[src/rtl/sprite_pkg.sv]
// Shared types for the sprite scanline evaluator: OAM entry layout, slot record,
// default sizes and the scan FSM state encoding.
package sprite_pkg;

   localparam int OAM_DEPTH_DEFAULT   = 256;
   localparam int MAX_SPRITES_DEFAULT = 8;
   localparam int SPRITE_H_DEFAULT    = 16;

   typedef struct packed {
      logic       enable;
      logic [1:0] reserved;
      logic       flip_h;
      logic [2:0] palette;
      logic [5:0] sprite;
      logic [8:0] y;
      logic [9:0] x;
   } oam_entry_t;

   typedef struct packed {
      logic [9:0] x;
      logic [3:0] row;
      logic [5:0] sprite;
      logic [2:0] palette;
      logic       flip;
   } slot_t;

   typedef enum logic [1:0] {
      ST_IDLE,
      ST_SCAN,
      ST_DRAIN,
      ST_DONE
   } scan_state_t;

endpackage

[src/rtl/sprite_scan_eval_if.sv]
// OAM read port between the scanline evaluator (master) and the OAM memory (slave).
interface sprite_scan_eval_if #(
   parameter int ADDR_W = 8
);
   logic              oam_rd_en;
   logic [ADDR_W-1:0] oam_rd_addr;
   logic [31:0]       oam_rd_data;

   modport master (output oam_rd_en, output oam_rd_addr, input oam_rd_data);
   modport slave  (input oam_rd_en, input oam_rd_addr, output oam_rd_data);
endinterface

[src/rtl/oam_hit_check.sv]
// Combinational test of one OAM entry against a scanline: hit flag and row inside the sprite.
module oam_hit_check
   import sprite_pkg::*;
#(
   parameter int SPRITE_H = SPRITE_H_DEFAULT
) (
   input  oam_entry_t entry,
   input  logic [8:0] line,
   output logic       hit,
   output logic [3:0] row
);

   logic [9:0] diff;
   logic       unused_fields;

   // One extra bit makes line < y show up as a set sign bit instead of wrapping into a hit.
   assign diff = {1'b0, line} - {1'b0, entry.y};
   assign hit  = entry.enable && !diff[9] && (diff < 10'(SPRITE_H));
   assign row  = diff[3:0];

   assign unused_fields = ^{entry.x, entry.sprite, entry.palette, entry.flip_h, entry.reserved};

endmodule

[src/rtl/sprite_scan_eval.sv]
// Scans all OAM entries for one scanline and collects the first MAX_SPRITES hits,
// in OAM order, into a slot array read combinationally by the pixel fetcher.
module sprite_scan_eval
   import sprite_pkg::*;
#(
   parameter int OAM_DEPTH   = OAM_DEPTH_DEFAULT,
   parameter int MAX_SPRITES = MAX_SPRITES_DEFAULT,
   parameter int SPRITE_H    = SPRITE_H_DEFAULT,
   localparam int ADDR_W     = $clog2(OAM_DEPTH),
   localparam int CNT_W      = $clog2(MAX_SPRITES + 1),
   localparam int IDX_W      = $clog2(MAX_SPRITES)
) (
   input  logic                  clk,
   input  logic                  reset_n,
   input  logic                  start,
   input  logic [8:0]            line,
   output logic                  busy,
   output logic                  done,
   sprite_scan_eval_if.master    oam,
   output logic [CNT_W-1:0]      slot_count,
   output logic                  overflow,
   input  logic [IDX_W-1:0]      slot_idx,
   output logic [9:0]            slot_x,
   output logic [3:0]            slot_row,
   output logic [5:0]            slot_sprite,
   output logic [2:0]            slot_palette,
   output logic                  slot_flip
);

   scan_state_t       state, state_next;
   logic [8:0]        line_q;
   logic [ADDR_W-1:0] addr_q;
   logic              rd_valid_q;
   slot_t             slots [MAX_SPRITES];
   oam_entry_t        rd_entry;
   logic              hit;
   logic [3:0]        hit_row;
   logic              eval_hit;
   logic              slots_full;
   slot_t             new_slot;
   slot_t             sel_slot;

   assign rd_entry   = oam.oam_rd_data;
   assign slots_full = (slot_count == CNT_W'(MAX_SPRITES));

   oam_hit_check #(.SPRITE_H(SPRITE_H)) u_hit_check (
      .entry (rd_entry),
      .line  (line_q),
      .hit   (hit),
      .row   (hit_row)
   );

   // Returned data is only meaningful one cycle after a read issued while scanning.
   assign eval_hit = rd_valid_q && hit && (state == ST_SCAN || state == ST_DRAIN);

   assign new_slot = '{x: rd_entry.x, row: hit_row, sprite: rd_entry.sprite,
                       palette: rd_entry.palette, flip: rd_entry.flip_h};

   always_ff @(posedge clk or negedge reset_n) begin
      if (!reset_n) state <= ST_IDLE;
      else          state <= state_next;
   end

   always_comb begin
      state_next = state;
      case (state)
         ST_IDLE:  if (start) state_next = ST_SCAN;
         ST_SCAN: begin
            if (eval_hit && slots_full)                 state_next = ST_DONE;
            else if (addr_q == ADDR_W'(OAM_DEPTH - 1))  state_next = ST_DRAIN;
         end
         ST_DRAIN: state_next = ST_DONE;
         ST_DONE:  state_next = ST_IDLE;
         default:  state_next = ST_IDLE;
      endcase
   end

   assign busy        = (state == ST_SCAN) || (state == ST_DRAIN);
   assign done        = (state == ST_DONE);
   assign oam.oam_rd_en   = (state == ST_SCAN);
   assign oam.oam_rd_addr = addr_q;

   always_ff @(posedge clk or negedge reset_n) begin
      if (!reset_n) begin
         line_q     <= '0;
         addr_q     <= '0;
         rd_valid_q <= 1'b0;
         slot_count <= '0;
         overflow   <= 1'b0;
         for (int i = 0; i < MAX_SPRITES; i++) slots[i] <= '0;
      end else begin
         rd_valid_q <= (state == ST_SCAN);
         addr_q     <= (state == ST_SCAN) ? addr_q + ADDR_W'(1) : '0;
         if (state == ST_IDLE && start) begin
            line_q     <= line;
            slot_count <= '0;
            overflow   <= 1'b0;
         end else if (eval_hit) begin
            if (slots_full) begin
               overflow <= 1'b1;
            end else begin
               slots[slot_count[IDX_W-1:0]] <= new_slot;
               slot_count <= slot_count + CNT_W'(1);
            end
         end
      end
   end

   // Slots beyond the valid count read as zero so stale entries never leak to the fetcher.
   always_comb begin
      sel_slot = '0;
      if (CNT_W'(slot_idx) < slot_count) sel_slot = slots[slot_idx];
   end

   assign slot_x       = sel_slot.x;
   assign slot_row     = sel_slot.row;
   assign slot_sprite  = sel_slot.sprite;
   assign slot_palette = sel_slot.palette;
   assign slot_flip    = sel_slot.flip;

endmodule

[src/flat_wrapper.sv]
// flat-port wrapper written by rule: the top's interface ports become plain ports
module sprite_scan_eval_flat import sprite_pkg::*;
#(
   parameter int OAM_DEPTH   = OAM_DEPTH_DEFAULT,
   parameter int MAX_SPRITES = MAX_SPRITES_DEFAULT,
   parameter int SPRITE_H    = SPRITE_H_DEFAULT,
   localparam int ADDR_W     = $clog2(OAM_DEPTH),
   localparam int CNT_W      = $clog2(MAX_SPRITES + 1),
   localparam int IDX_W      = $clog2(MAX_SPRITES)
)
  (clk, reset_n, start, line, busy, done, slot_count, overflow, slot_idx, slot_x, slot_row, slot_sprite, slot_palette, slot_flip, oam_oam_rd_en, oam_oam_rd_addr, oam_oam_rd_data);
  sprite_scan_eval_if #(.ADDR_W(8)) oam_i ();
  input  logic clk;
  input  logic reset_n;
  input  logic start;
  input  logic [8:0] line;
  output logic busy;
  output logic done;
  output logic [CNT_W-1:0] slot_count;
  output logic overflow;
  input  logic [IDX_W-1:0] slot_idx;
  output logic [9:0] slot_x;
  output logic [3:0] slot_row;
  output logic [5:0] slot_sprite;
  output logic [2:0] slot_palette;
  output logic slot_flip;
  output wire logic [$bits(oam_i.oam_rd_en)-1:0] oam_oam_rd_en;
  output wire logic [$bits(oam_i.oam_rd_addr)-1:0] oam_oam_rd_addr;
  input wire logic [$bits(oam_i.oam_rd_data)-1:0] oam_oam_rd_data;
  assign oam_oam_rd_en = oam_i.oam_rd_en;
  assign oam_oam_rd_addr = oam_i.oam_rd_addr;
  assign oam_i.oam_rd_data = oam_oam_rd_data;
  sprite_scan_eval #(.OAM_DEPTH(OAM_DEPTH), .MAX_SPRITES(MAX_SPRITES), .SPRITE_H(SPRITE_H)) u_core (.clk(clk), .reset_n(reset_n), .start(start), .line(line), .busy(busy), .done(done), .oam(oam_i), .slot_count(slot_count), .overflow(overflow), .slot_idx(slot_idx), .slot_x(slot_x), .slot_row(slot_row), .slot_sprite(slot_sprite), .slot_palette(slot_palette), .slot_flip(slot_flip));
endmodule
[config.mk]
export PLATFORM = sky130hd
export DESIGN_NAME = sprite_scan_eval_flat
export DESIGN_NICKNAME = d
export VERILOG_FILES = /design/src/rtl/sprite_pkg.sv /design/src/rtl/sprite_scan_eval_if.sv /design/src/rtl/oam_hit_check.sv /design/src/rtl/sprite_scan_eval.sv /design/src/flat_wrapper.sv
export SDC_FILE = /design/constraint.sdc
export NUM_CORES = 1
export LEC_CHECK = 0
export CORE_AREA = 2 2 139 141
export DETAILED_ROUTE_END_ITERATION = 7
export DIE_AREA = 0 0 141 143
export GPL_ROUTABILITY_DRIVEN = 0
export PLACE_DENSITY_LB_ADDON = 0.2
export SYNTH_ARGS = -nofsm -noshare
export SYNTH_HDL_FRONTEND = slang
export SYNTH_SLANG_ARGS = --single-unit
[constraint.sdc]
create_clock -name clk -period 4.3 [get_ports clk]
set_input_delay 0.43 -clock clk [delete_from_list [all_inputs] [get_ports clk]]
set_output_delay 0.43 -clock clk [all_outputs]
set_load 0.005 [all_outputs]
**Word level (Yosys, flattened, before mapping)**

Index checks and enable logic that the tools add are counted.

- $lt $le $gt $ge: 5
- Reductions and logical operators: 16
- Eq/ne operators: 8
- Multiplexer cells: 18
- Bitwise operators: 4
- $add $sub $neg: 3

Operators by type and width:

| operator | count |
|---|---|
| $bwmux W192 | 1 |
| $mux W24 | 4 |
| $bmux W24 S3 | 1 |
| $demux W24 S3 | 1 |
| $mux W4 | 3 |
| $lt A10 B5 Y1 const B | 1 |
| $sub A9 B9 Y10 | 1 |
| $add A8 B1 Y8 const B | 1 |
| $eq A8 B8 Y1 const B | 1 |
| $ge A4 B4 Y1 const B | 2 |
| $mux W8 | 1 |
| $not A3 Y4 | 2 |
| $pmux W2 S4 | 1 |
| $logic_and A1 B1 Y1 | 7 |
| $mux W2 | 3 |
| $reduce_and A2 Y1 | 3 |
| $add A4 B1 Y4 const B | 1 |
| $eq A2 B2 Y1 const B | 2 |
| $eq A4 B4 Y1 const B | 1 |
| $lt A3 B4 Y1 | 1 |
| $lt A4 B1 Y1 const B | 1 |
| $ne A2 B2 Y1 const B | 2 |
| $reduce_bool A2 Y1 | 2 |
| $mux W1 | 3 |
| 7 further kinds | 8 |

- Output and inout bits: 40
- Bits in registers: 217
- Logic and storage cells: 100

**Longest topological paths before layout**

Gate-level depths: netlist (run 1).

- Depth after elaboration: 9
- Mapped depth: 13

**Hierarchy**

From an unflattened synthesis (run 1), not the netlist that was laid out.

- Cell total of the unflattened synthesis: 703
- Area total of the unflattened synthesis: 10556.4 um^2

By module, submodules not included:

| module | area each (um^2) | cells an instance | instances |
|---|---|---|---|
| sprite_scan_eval | 10164.7 | 650 | 1 |
| oam_hit_check | 391.6 | 53 | 1 |

**Worst setup path before layout (run 1)**

No wires, ideal clock.

- Path type: input -> register
- Start: input oam_oam_rd_data[11]
- End: register u_core.slots[120] (netlist name)
- Cell stages on the path: 11
- Slack: 0.917 ns
- Path buffers: 2
- Data required time: 4.175 ns
- Arrival: 3.257 ns
- Cells stage by stage: inv_1 -> ha_1 -> nor2b_1 -> o311a_1 -> a311oi_2 -> or3b_4 -> nor4b_4 -> and4_1 -> buf_6 -> buf_12 -> mux2_4

- Cells in the longest elaborated chain, start to end: 7
- Elaborated cells on any way between the ends: 8
- Classes of those cells: add/sub (1); order compare (1); reduce/logical (6)

RTL lines:

| item | line | text |
|---|---|---|
| from (decl) | flat_wrapper.sv:29 | `input wire logic [$bits(oam_i.oam_rd_data)-1:0] oam_oam_rd_data;` |
| $sub A9 B9 Y10 (*) | oam_hit_check.sv:17 | `assign diff = {1'b0, line} - {1'b0, entry.y};` |
| branches (longest 2 deep; another with $lt A10 B5 Y1) | -- |  |
| $logic_and A1 B1 Y1 (*) | oam_hit_check.sv:18 | `assign hit = entry.enable && !diff[9] && (diff < 10'(SPRITE_H));` |
| $logic_and A1 B1 Y1 (*) (2 in a row) | sprite_scan_eval.sv:54 | `assign eval_hit = rd_valid_q && hit && (state == ST_SCAN \|\| state == ST_DRAIN);` |
| $reduce_and A3 Y1 (no source line) (*) | -- |  |
| to (signal, indexed assignment) | sprite_scan_eval.sv:102 | `slots[slot_count[IDX_W-1:0]] <= new_slot;` |
| to (decl) | sprite_scan_eval.sv:34 | `slot_t slots [MAX_SPRITES];` |

Every way passes the cells marked *.
A chain may end at the register's enable or synchronous reset.

**Final worst setup path (run 1)**

- Start: register u_core.slot_count[2]
- End: output slot_row[3]

- Cells in the longest elaborated chain, start to end: 2

RTL lines:

| item | line | text |
|---|---|---|
| from (decl) | sprite_scan_eval.sv:20 | `output logic [CNT_W-1:0] slot_count,` |
| from (signal assigned) | sprite_scan_eval.sv:103 | `slot_count <= slot_count + CNT_W'(1);` |
| $lt A3 B4 Y1 | sprite_scan_eval.sv:112 | `if (CNT_W'(slot_idx) < slot_count) sel_slot = slots[slot_idx];` |
| $mux W24 | sprite_scan_eval.sv:112 |  |
| to (decl) | flat_wrapper.sv:23 | `output logic [3:0] slot_row;` |

No other way between the ends.

==> results of run 1 <==
-- state kept, by name (all words and copies together) (netlist names) --
name / count
u_core.state: 2
u_core.line_q: 9
u_core.slots: 192
u_core.overflow: 1
u_core.rd_valid_q: 1
u_core.oam.oam_rd_addr: 8
u_core.slot_count: 4
-- placed cells by master, fill, tap and decap left out, types with 2 or more instances in the layout --
cell type / Yosys / final
nand4_4: 2 / 2
clkdlybuf4s50_1: 0 / 80
xnor2_1: 6 / 6
mux2i_1: 34 / 34
buf_4: 0 / 21
and4_2: 0 / 2
buf_12: 4 / 3
dfrtp_1: 217 / 217
nor4_1: 2 / 2
mux4_2: 48 / 48
o21ai_0: 7 / 7
inv_1: 22 / 22
nor2_1: 41 / 40
xor2_1: 4 / 4
bufinv_16: 0 / 4
mux2_4: 38 / 38
nand3b_1: 2 / 2
clkbuf_8: 0 / 6
clkbuf_16: 0 / 25
ha_1: 18 / 18
o21a_1: 4 / 4
a211oi_1: 2 / 2
mux2_2: 156 / 156
nand2_1: 6 / 6
and3_1: 5 / 5
a21oi_1: 7 / 7
nor2b_1: 4 / 4
clkinv_2: 0 / 6
buf_2: 14 / 2
nand2b_1: 5 / 5
nand3_1: 11 / 11
and2_1: 8 / 8
-- critical path: stages (launching register included) --
cell and delay (ns):
dfrtp_1 0.42, clkinv_1 0.31, ha_1 0.40, a21oi_1 0.07, nor2_2 0.58, buf_4 0.36, nor2_1 0.11, clkdlybuf4s50_1 0.46
-- final timing paths --
check | from | to | slack [ns]
min in group clk | line[0] | u_core.line_q[0] | 0.48
worst min register to register | u_core.slots[14] | u_core.slots[14] | 0.50
worst max-delay path | u_core.slot_count[2] | slot_row[3] | 0.63
worst min-delay path | reset_n | u_core.slots[90] | -0.03
worst max register to register | u_core.line_q[0] | u_core.slots[20] | 0.73
max in group asynchronous | reset_n | u_core.slots[79] | 3.22
-- per-stage QoR --
step                      total power [µW]  setup slack [ns]  cells
after global routing                  5777            0.5138   1055
after detailed placement              3354            0.2827   1012
after floorplan                       3026            0.9174    713
final                                 5534            0.6296   1055
after CTS                             5578            0.6358   1055
after global placement                3291            0.3322   1012
-- cell type report --
cell class                      instances  area [µm²]  share of cell area
Clock inverter                         12       166.4             0.01326
Sequential cell                       217        5430              0.4328
Multi-Input combinational cell        431        4831              0.3850
Inverter                               23       86.33            0.006881
Clock buffer                           31       698.2             0.05564
Tap cell                              234       292.8             0.02333
Timing Repair Buffer                  107        1042             0.08307
-- cell families after synthesis --
kind of cell,count (synthesis)
muxes,276
AOI/OAI and AO/OA,30
xor gates and xnor gates,10
adders and majority gates,19
buffers and inverters,65
DFF,217
and+or+nand+nor,96
-- routing by layer --
layer	routed length, µm	GRT usage	vias to the layer above
met1	9705	0.3099	3256
met5	0	0	-
met3	760	0.02985	44
met2	11540	0.4090	139
li1	-	-	2781
met4	567	0.07000	0
-- power by group --
part,internal (µW),switching (µW)
clock,1380,832
combinational,518,525
sequential,2180,94.6
total,4080,1450
==> reports/metrics.cfg, run 1 <==
[status]
outcome=finished, violations left
violations=hold timing

[power]
leakage_uw=0.006009
power_density_nw_per_um2=441.0
ir_worst_vdd_mv=0.3482

[cts]
cts_buffer_depth=3
cts_root_buf=clkbuf_16
clk_pin_slew_ns=0.06
cts_buffers=24
cts_setup_buffers=0
insertion_delay_ns=0.52
hold_buffers=0
cts.sinks=217
cts_tree=built
cts_repair_resize_count=0
h-tree-depth=1

[synth]
synth_edf_count=0
yosys.area_share.simple=0.05054
synthAdderAreaFrac=0.02309
synth-xor-area-share=0.008247
syn-cell-area_um2=10620
yosysSeqAreaShare=0.5113
ys_seq_elements=217
synth_compound_area_frac=0.01956
synth_common_cells=217 x dfrtp_1, 156 x mux2_2, 48 x mux4_2
yosys.area.top_type_share=0.5113
post_synth_main_area_contributors=dfrtp_1 51%, mux2_2 17%, mux4_2 10%
synth.distinct_cells=49
async_flop_share=1.000
yosys.area.top_type=dfrtp_1
syn_area_per_cell_um2=14.90
synthMuxAreaShare=0.3530
synth.net_count=779
synth_top_family_by_area=multiplexers
synthMostInstantiatedCell=dfrtp_1
syn_inst=713
synth_flop_cell=dfrtp_1
yosysWarnings=0

[route]
drcViolationCount=0
detail-route-antenna-nets=0
drt-total-wl_um=22580
vias=6220
drt_pre_antenna_iters=4
drt_iter0_markers=370
wl_per_cell_um=21.40
vias_per_cell=5.896

[sta]
fmax_ghz=0.2724
min_period_ns=3.670
rsz0062_at_grt=false
setup_viol=0
hold_slack_ns=-0.03094
period_share=0.8536
hold_viol=30
slew_violations=0
skew_ns=0.01083
relSlewSlack=0.4867
finalSetupTns_ns=0
worst-slew-pin-transition_ns=0.7699

[placed_design]
numPortBuffers=84
hpwlAfterDp_um=14220
dpl_cell_area_um2=11680

[finish]
drive_gt1_frac=0.3922
stdcell_area_um2=12550
area_growth_pct=18.14
final_util=0.6753
insertedDiodeCount=0
fillers=1247
finalNetCount=870

[global_routing]
antenna_found_initial=0
grt_pass1_vias=6860
grtUsageTotal=0.2340
overflow=0
grt_pass1_wl_um=36970
grt_max_degree=95

[critical_path]
crit_path_start_kind=register
cp_max_fo=14
r2r_cells=12
critPathRequiredTime_ns=3.87
worstSetupEndpointType=output pin
path_class=register to output pin
cp_data_arrival_time_ns=3.24

[floorplan]
rows=50
core_um2=18580
dieArea_um2=20160
die_x_um=141
initial_utilization=0.5716
io_pins=87
die_h_um=143

[min_path]
hold_path.class=input port to async pin

[flow_run]
maxCapViolCount=0

Note: power is estimated with default switching activity, not from simulation.
==> run 2: changes to the inputs <==
CAP_MARGIN = 0   (was default)
==> results of run 2 <==
The final DEF is identical to that of run 1; final timing and power are the same.
